$ cat config.mk
export PLATFORM = sky130hd
export DESIGN_NAME = rptr_empty
export DESIGN_NICKNAME = d
export VERILOG_FILES = /design/src/rtl/fifo_ptr_pkg.sv /design/src/rtl/sync_2ff.sv /design/src/rtl/rptr_empty.sv
export SDC_FILE = /design/constraint.sdc
export NUM_CORES = 1
export LEC_CHECK = 0
export BUFFER_PORTS_ARGS = -buffer_cell sky130_fd_sc_hd__buf_4
export CORE_MARGIN = 3
export CORE_UTILIZATION = 30
export DETAILED_ROUTE_END_ITERATION = 7
export GPL_TIMING_DRIVEN = 0
export SLEW_MARGIN = 25
export SYNTH_ARGS = -nofsm -noshare
export SYNTH_HDL_FRONTEND = slang
export SYNTH_SLANG_ARGS = --single-unit
$ cat constraint.sdc
create_clock -name i_rclk -period 3 [get_ports i_rclk]
set_input_delay 0.3 -clock i_rclk [delete_from_list [all_inputs] [get_ports i_rclk]]
set_output_delay 0.3 -clock i_rclk [all_outputs]
set_load 0.02 [all_outputs]
$ cat src/rtl/fifo_ptr_pkg.sv
// Shared pointer helpers for the dual-clock FIFO read and write pointer blocks.
// Values are carried zero-extended to MAX_PTR_WIDTH; callers size-cast results back.
package fifo_ptr_pkg;

    localparam int unsigned MAX_PTR_WIDTH = 32;

    // Pointers carry one extra wrap bit above the address.
    function automatic int unsigned ptr_width(input int unsigned addr_width);
        return addr_width + 1;
    endfunction

    function automatic logic [MAX_PTR_WIDTH-1:0] width_mask(input int unsigned width);
        return {MAX_PTR_WIDTH{1'b1}} >> (MAX_PTR_WIDTH - width);
    endfunction

    function automatic logic [MAX_PTR_WIDTH-1:0] bin2gray(
        input logic [MAX_PTR_WIDTH-1:0] bin,
        input int unsigned              width
    );
        logic [MAX_PTR_WIDTH-1:0] b;
        b = bin & width_mask(width);
        return b ^ (b >> 1);
    endfunction

    function automatic logic [MAX_PTR_WIDTH-1:0] gray2bin(
        input logic [MAX_PTR_WIDTH-1:0] gray,
        input int unsigned              width
    );
        logic [MAX_PTR_WIDTH-1:0] g;
        logic [MAX_PTR_WIDTH-1:0] b;
        g = gray & width_mask(width);
        b = '0;
        b[MAX_PTR_WIDTH-1] = g[MAX_PTR_WIDTH-1];
        // Each binary bit is the XOR of all Gray bits at or above it.
        for (int unsigned i = 1; i < MAX_PTR_WIDTH; i++) begin
            b[MAX_PTR_WIDTH-1-i] = b[MAX_PTR_WIDTH-i] ^ g[MAX_PTR_WIDTH-1-i];
        end
        return b;
    endfunction

endpackage

$ cat src/rtl/sync_2ff.sv
// Two-flop synchronizer for a Gray-coded pointer crossing into the local clock domain.
module sync_2ff #(
    parameter int unsigned WIDTH = 5
) (
    input  logic             i_clk,
    input  logic             i_rst,
    input  logic [WIDTH-1:0] i_d,
    output logic [WIDTH-1:0] o_q
);

    logic [WIDTH-1:0] r_q1;
    logic [WIDTH-1:0] r_q2;

    always_ff @(posedge i_clk) begin
        if (i_rst) begin
            r_q1 <= '0;
            r_q2 <= '0;
        end else begin
            r_q1 <= i_d;
            r_q2 <= r_q1;
        end
    end

    assign o_q = r_q2;

endmodule

$ cat src/rtl/rptr_empty.sv
// Read-side pointer, empty/almost-empty flags, fill count and sticky underflow
// for the dual-clock FIFO; runs entirely in the read clock domain.
module rptr_empty
    import fifo_ptr_pkg::*;
#(
    parameter int unsigned ADDR_WIDTH    = 4,
    parameter int unsigned AEMPTY_THRESH = 1
) (
    input  logic                  i_rclk,
    input  logic                  i_rrst,
    input  logic                  i_rinc,
    input  logic [ADDR_WIDTH:0]   i_wptr,
    output logic [ADDR_WIDTH:0]   o_rptr,
    output logic [ADDR_WIDTH-1:0] o_raddr,
    output logic                  o_rempty,
    output logic                  o_raempty,
    output logic [ADDR_WIDTH:0]   o_rcount,
    output logic                  o_runderflow
);

    localparam int unsigned PTR_WIDTH = ptr_width(ADDR_WIDTH);

    logic [PTR_WIDTH-1:0] r_wq2;
    logic [PTR_WIDTH-1:0] w_wq2_bin;
    logic [PTR_WIDTH-1:0] r_rbin;
    logic [PTR_WIDTH-1:0] w_rbnext;
    logic [PTR_WIDTH-1:0] w_rgnext;
    logic [PTR_WIDTH-1:0] w_count_next;
    logic                 w_rinc_ok;
    logic                 w_aempty_next;

    sync_2ff #(
        .WIDTH (PTR_WIDTH)
    ) u_wptr_sync (
        .i_clk (i_rclk),
        .i_rst (i_rrst),
        .i_d   (i_wptr),
        .o_q   (r_wq2)
    );

    always_comb begin
        w_rinc_ok     = i_rinc & ~o_rempty;
        w_rbnext      = r_rbin + PTR_WIDTH'(w_rinc_ok);
        w_rgnext      = PTR_WIDTH'(bin2gray(MAX_PTR_WIDTH'(w_rbnext), PTR_WIDTH));
        w_wq2_bin     = PTR_WIDTH'(gray2bin(MAX_PTR_WIDTH'(r_wq2), PTR_WIDTH));
        // Modulo subtraction keeps the count right across the pointer wrap.
        w_count_next  = w_wq2_bin - w_rbnext;
        w_aempty_next = (MAX_PTR_WIDTH'(w_count_next) <= AEMPTY_THRESH);
    end

    always_ff @(posedge i_rclk) begin
        if (i_rrst) begin
            r_rbin       <= '0;
            o_rptr       <= '0;
            o_rempty     <= 1'b1;
            o_raempty    <= 1'b1;
            o_rcount     <= '0;
            o_runderflow <= 1'b0;
        end else begin
            r_rbin       <= w_rbnext;
            o_rptr       <= w_rgnext;
            o_rempty     <= (w_rgnext == r_wq2);
            o_raempty    <= w_aempty_next;
            o_rcount     <= w_count_next;
            o_runderflow <= o_runderflow | (i_rinc & o_rempty);
        end
    end

    assign o_raddr = r_rbin[ADDR_WIDTH-1:0];

endmodule
; Word-level counts from Yosys, hierarchy flattened
; Index checks and enable logic that the tools add are counted.
[word_totals]
ff_bits = 28
out_inout_bits = 17
[classes]
add_sub_neg = 2
order_cmp = 1
n_eq_ne = 1
bitwise_logic = 9
[op_table]
columns = operator, count
row1 = adder 5 x 1 -> 5 bit, 1
row2 = == test 5 bit, 1
row3 = less-or-equal comparator 5 x 1 -> 1 bit (second input constant), 1
row4 = subtractor 5 bit, 1
row5 = bitwise XOR 5 x 4 -> 5 bit, 1
row6 = bitwise XOR 1 bit, 4
row7 = bitwise AND 1 bit, 2
row8 = inverter 1 bit, 1
row9 = OR 1 bit, 1

; Depth between registers and ports, before layout
[logic_depth]
ltp_word = 6
ltp_mapped = 10
ltp_nobuf = 10

; Cells and area by module
; From an unflattened synthesis, not the netlist that was laid out.
[hier_totals]
hier_cells = 102
area_unflattened_um2 = 1079.8
[by_module_without_submodules]
columns = mod, instances, cells_each, area_per_inst_um2, seq_area_each_um2
row1 = rptr_empty, 1, 82, 817.0, 340.3
row2 = sync_2ff, 1, 20, 262.8, 200.2

; Least setup slack after synthesis
; OpenSTA, ideal clock, no wires.
[synth_timing]
path_kind = register -> register
start = register u_wptr_sync.r_q2[2] (netlist: u_wptr_sync.o_q[2])
end = register o_raempty
setup_ns = 0.103
arrival_ns = 2.698
required_ns = 2.897
setup_slack_ns = 0.198
path_stages_with_launch = 10
path_buffers = 0
path_cell_list = dfxtp_1 > xor3_2 > xnor2_1 > xor2_1 > ha_1 > fa_1 > and2b_2 > a221o_1 > xor2_1 > a2111oi_2
[synth_via]
elab_chain_len = 5
[synth_lines]
columns = element, line
row1 = start: declaration, sync_2ff.sv:12  ; logic [WIDTH-1:0] r_q2;
row2 = start signal: assignment, sync_2ff.sv:20  ; r_q2 <= r_q1;
row3 = bitwise XOR 1 bit *, fifo_ptr_pkg.sv:36  ; b[MAX_PTR_WIDTH-1-i] = b[MAX_PTR_WIDTH-i] ^ g[MAX_PTR_WIDTH-1-i];
row4 = bitwise XOR 1 bit (2 in series), fifo_ptr_pkg.sv:36
row5 = subtractor 5 bit *, rptr_empty.sv:47  ; w_count_next = w_wq2_bin - w_rbnext;
row6 = less-or-equal comparator 5 x 1 -> 1 bit *, rptr_empty.sv:48  ; w_aempty_next = (MAX_PTR_WIDTH'(w_count_next) <= AEMPTY_THRESH);
row7 = end signal: assignment, rptr_empty.sv:63  ; o_raempty <= w_aempty_next;
row8 = end: declaration, rptr_empty.sv:16  ; output logic o_raempty,
; Mark *: on every way between the ends. The rest lies on a longest branch, timed or not.
; A chain may end at the register's enable or synchronous reset.

; Worst setup path in the final report
[layout_timing]
start = register u_wptr_sync.r_q2[3] (netlist: u_wptr_sync.o_q[3])
end = register o_raempty
[layout_via]
elab_chain_len = 6
[layout_lines]
columns = element, line
row1 = bitwise XOR 1 bit *, fifo_ptr_pkg.sv:36
row2 = bitwise XOR 1 bit (3 in series), fifo_ptr_pkg.sv:36
row3 = subtractor 5 bit *, rptr_empty.sv:47
row4 = less-or-equal comparator 5 x 1 -> 1 bit *, rptr_empty.sv:48
; Marked as above.

==> flow_summary.yaml <==
grt:
  via_count_of_the_first_global_routing_pass: 711
  grt_first_pass_wirelength_um: 2970
  grt_start_max_net_pins: 17
  grt_antenna_before_repair: 0
  globalRouteOverflowTotal: 0
  global_route.usage.total: 0.0908
power:
  netSwitchingPower_mw: 0.222
  power.static_leakage_nw: 0.604
  power.sequential.fraction: 0.529
  power_frac_comb: 0.256
  vdd.ir_drop.worst_mv: 0.206
  power.share.switching: 0.293
  power.clock.fraction: 0.215
  totalPowerFinal_mw: 0.759
  p_per_area_mw_per_mm2: 552
  internal-power_mw: 0.537
final_layout:
  antennaDiodeCount: 0
  ratio_of_cells_with_drive_above_1_in_the_final_layout: 0.265
  area_growth_pct: 26.6
  finish.instance_area_sq_mm: 0.00138
  final_nets: 148
timing:
  fin_crit_ps: 2830
  fin_skew_ps: 16.5
  timing.final.max_slew_violations: 0
  fin_tns_setup_ps: 0
  slew_headroom: 0.621
  period_share: 0.944
  setup-violations-final: 0
  tightestPinTransition_ps: 567
  fmax_mhz: 353
  unrepaired_setup_endpoints_after_global_routing: "no"
  hold_violations: 0
synth:
  synth_top_cell_area_share: 0.497
  synth.net_count: 119
  syn-mean-instance-area_sq_um: 10.5
  syn_area_sq_mm: 0.00109
  post-synth-top-count-cell: "dfxtp_1"
  synth_top_cells_by_count: "dfxtp_1, nor2_1, nor2b_1, xnor2_1, xor2_1"
  gate_count_after_technology_mapping: 104
  yosys_warnings: 0
  yosysSeqAreaShare: 0.497
  yosys_most_used_dff: "dfxtp_1"
  synth_top_area_cell: "dfxtp_1"
  synth.area.top_cells: "dfxtp_1, nor2b_1, ha_1"
  synth_seq_cells: 27
  synth-edff-count: 0
  synthArstFlopShare: 0
  yosysUniqueCellTypes: 24
die:
  placementRows: 21
  chipWidth_um: 66.2
  floorplan.initialDensity: 0.318
  chipHeight_um: 66.2
  design.core.area_sq_mm: 0.00342
  fp.dieArea_sq_mm: 0.00438
  pin_count: 25
drt:
  finalWirelength_um: 1850
  firstDrtPassIters: 2
  drt-wirelength-per-cell_um: 10.4
  avgViaCountPerCell: 4.22
  post-route-drc-count: 0
  first_iter_violations: 31
  vias: 752
  antenna_violating_nets_post_route: 0
placement:
  gpl.final_weighted_congestion: 0.741
  dp.final_hpwl_um: 1410
  postPlaceCellArea_sq_mm: 0.00132
  placement.io_buffers: 23
setup_path:
  r2r-start: "u_wptr_sync.o_q[3]"
  required_ps: 3240
  worst_setup_path_start_kind: "register"
  crit_chain: "xor3_2, xnor2_4, xor2_1, ha_2, fa_1, and2b_2, a221o_1, xor2_1, a2111oi_2"
  end_kind: "register"
  critical_path_peak_fanout: 3
  crit_path_top_delay_cell: "xor3_2"
  worst_r2r_path_depth: 9
  regToRegSetupSlack_ps: 170
  crit_path_max_incr_delay_ps: 500
  setup.worst_path.class: "register to register"
  worst_ep_arrival_time_ps: 3070
  critical_path.most_common_cell: "xor2_1"
  reg2reg_to: "o_raempty"
cts:
  clk_pin_slew_worst_paths_ps: 160
  clockBufferDepth: 2
  total_clock_buffers_created_by_cts: 3
  cts_tree: "yes"
  cts.sink_count: 27
  clock_latency_ps: 340
  master_cell_of_the_clock_root_buffer: "clkbuf_4"
  h-tree-depth: 1
run:
  max-cap-violations: 0
worst_hold_path:
  min_to: "u_wptr_sync.r_q1[0]"
  worst_hold_path_type: "input pin to register"
  hold_start: "i_wptr[0]"
  hold_path_depth: 2
status:
  outcome: "complete, no violations"
state kept, by name, indices dropped and copies added (netlist names):
| signal | flops |
|---|---|
| o_runderflow | 1 |
| r_rbin | 5 |
| o_rptr | 4 |
| o_raempty | 1 |
| o_rcount | 5 |
| u_wptr_sync.r_q1 | 5 |
| u_wptr_sync.o_q | 5 |
| o_rempty | 1 |
cells by family after synthesis:
group | synth area share
simple gates | 0.178
flops | 0.497
xor+xnor | 0.152
buf+inv | 0.0311
compound gates | 0.0541
fa+ha+maj | 0.0875
per-layer routing:
layer  vias up  part of all wire  global-route usage
met5         -                 0                   0
met1       339              0.44              0.0992
met4         0             0.025              0.0609
met3         5             0.055              0.0204
met2        20              0.48               0.155
li1        388                 -                   -
timing repair:
item / 4_1_cts / 5_1_grt
hold buffers: 0 / 0
pin swaps: 0 / 1
endpoints found under the setup margin: 1 / 1
setup buffers: 0 / 1
gates resized for setup: 1 / 2
how the worst max path moves through the flow:
| stage | from | to | slack (ps) |
|---|---|---|---|
| 5_1_grt | u_wptr_sync.o_q[3] | o_raempty | 20 |
| 3_3_place_gp | u_wptr_sync.o_q[2] | o_raempty | 40 |
| 3_5_place_dp | u_wptr_sync.o_q[2] | o_raempty | 9 |
| 4_1_cts | u_wptr_sync.o_q[2] | o_raempty | 70 |
| 6_report | u_wptr_sync.o_q[3] | o_raempty | 170 |
| 2_1_floorplan | u_wptr_sync.o_q[2] | o_raempty | 200 |
cell type report:
class	instances	area [sq um]
Buffer	3	11.3
Clock buffer	3	22.5
Clock inverter	1	7.51
Fill cell	358	2040
Inverter	6	22.5
Multi-Input combinational cell	68	534
Sequential cell	27	541
Tap cell	46	57.6
Timing Repair Buffer	24	180
placed cells by master (no fill, tap or decap):
cell,synthesis,routed
dfxtp_1,27,27
buf_4,0,24
nor2b_1,13,13
nor2_1,13,13
xor2_1,8,8
xnor2_1,8,7
inv_1,6,6
ha_1,6,5
nand3_1,4,4
clkbuf_1,3,3
clkbuf_4,0,3
nor3_1,2,2
xor3_2,1,1
xnor2_4,0,1
o21ai_0,1,1
a21boi_0,1,1
nor3b_1,1,1
a21oi_1,1,1
and2b_2,1,1
a221o_1,1,1
and2_2,1,1
a2111oi_2,1,1
or3_1,1,1
nand2_1,1,1
o31ai_1,1,1
a31o_2,1,1
fa_1,1,1
ha_2,0,1
clkinvlp_4,0,1
through the flow:
step / hold slack (ps) / worst slack, ps / utilization / instances
finish: 160 / 169 / 0.403 / 178
detailed placement: 420 / 8.98 / 0.386 / 173
global placement: 421 / 41.3 / 0.386 / 173
CTS: 154 / 72.5 / 0.397 / 177
floorplan: 414 / 198 / - / 104
global route: 148 / 17.4 / 0.403 / 178
worst max-delay path, delay by kind of cell (launching register included):
family                     cells  cell delay [ps]
AOI/OAI and AO/OA              2              670
xor gates and xnor gates       4             1060
adders and majority gates      2              440
DFF                            1              370
and+or+nand+nor                1              220
power groups by stage:
stage	combinational, mW	clock [mW]	sequential (mW)
after floorplan	0.0937	0	0.440
after global placement	0.186	0	0.409
after detailed placement	0.189	0	0.409
after CTS	0.191	0.169	0.402
after global routing	0.215	0.185	0.406
final	0.195	0.163	0.401
Power figures use the tool's default switching activity.
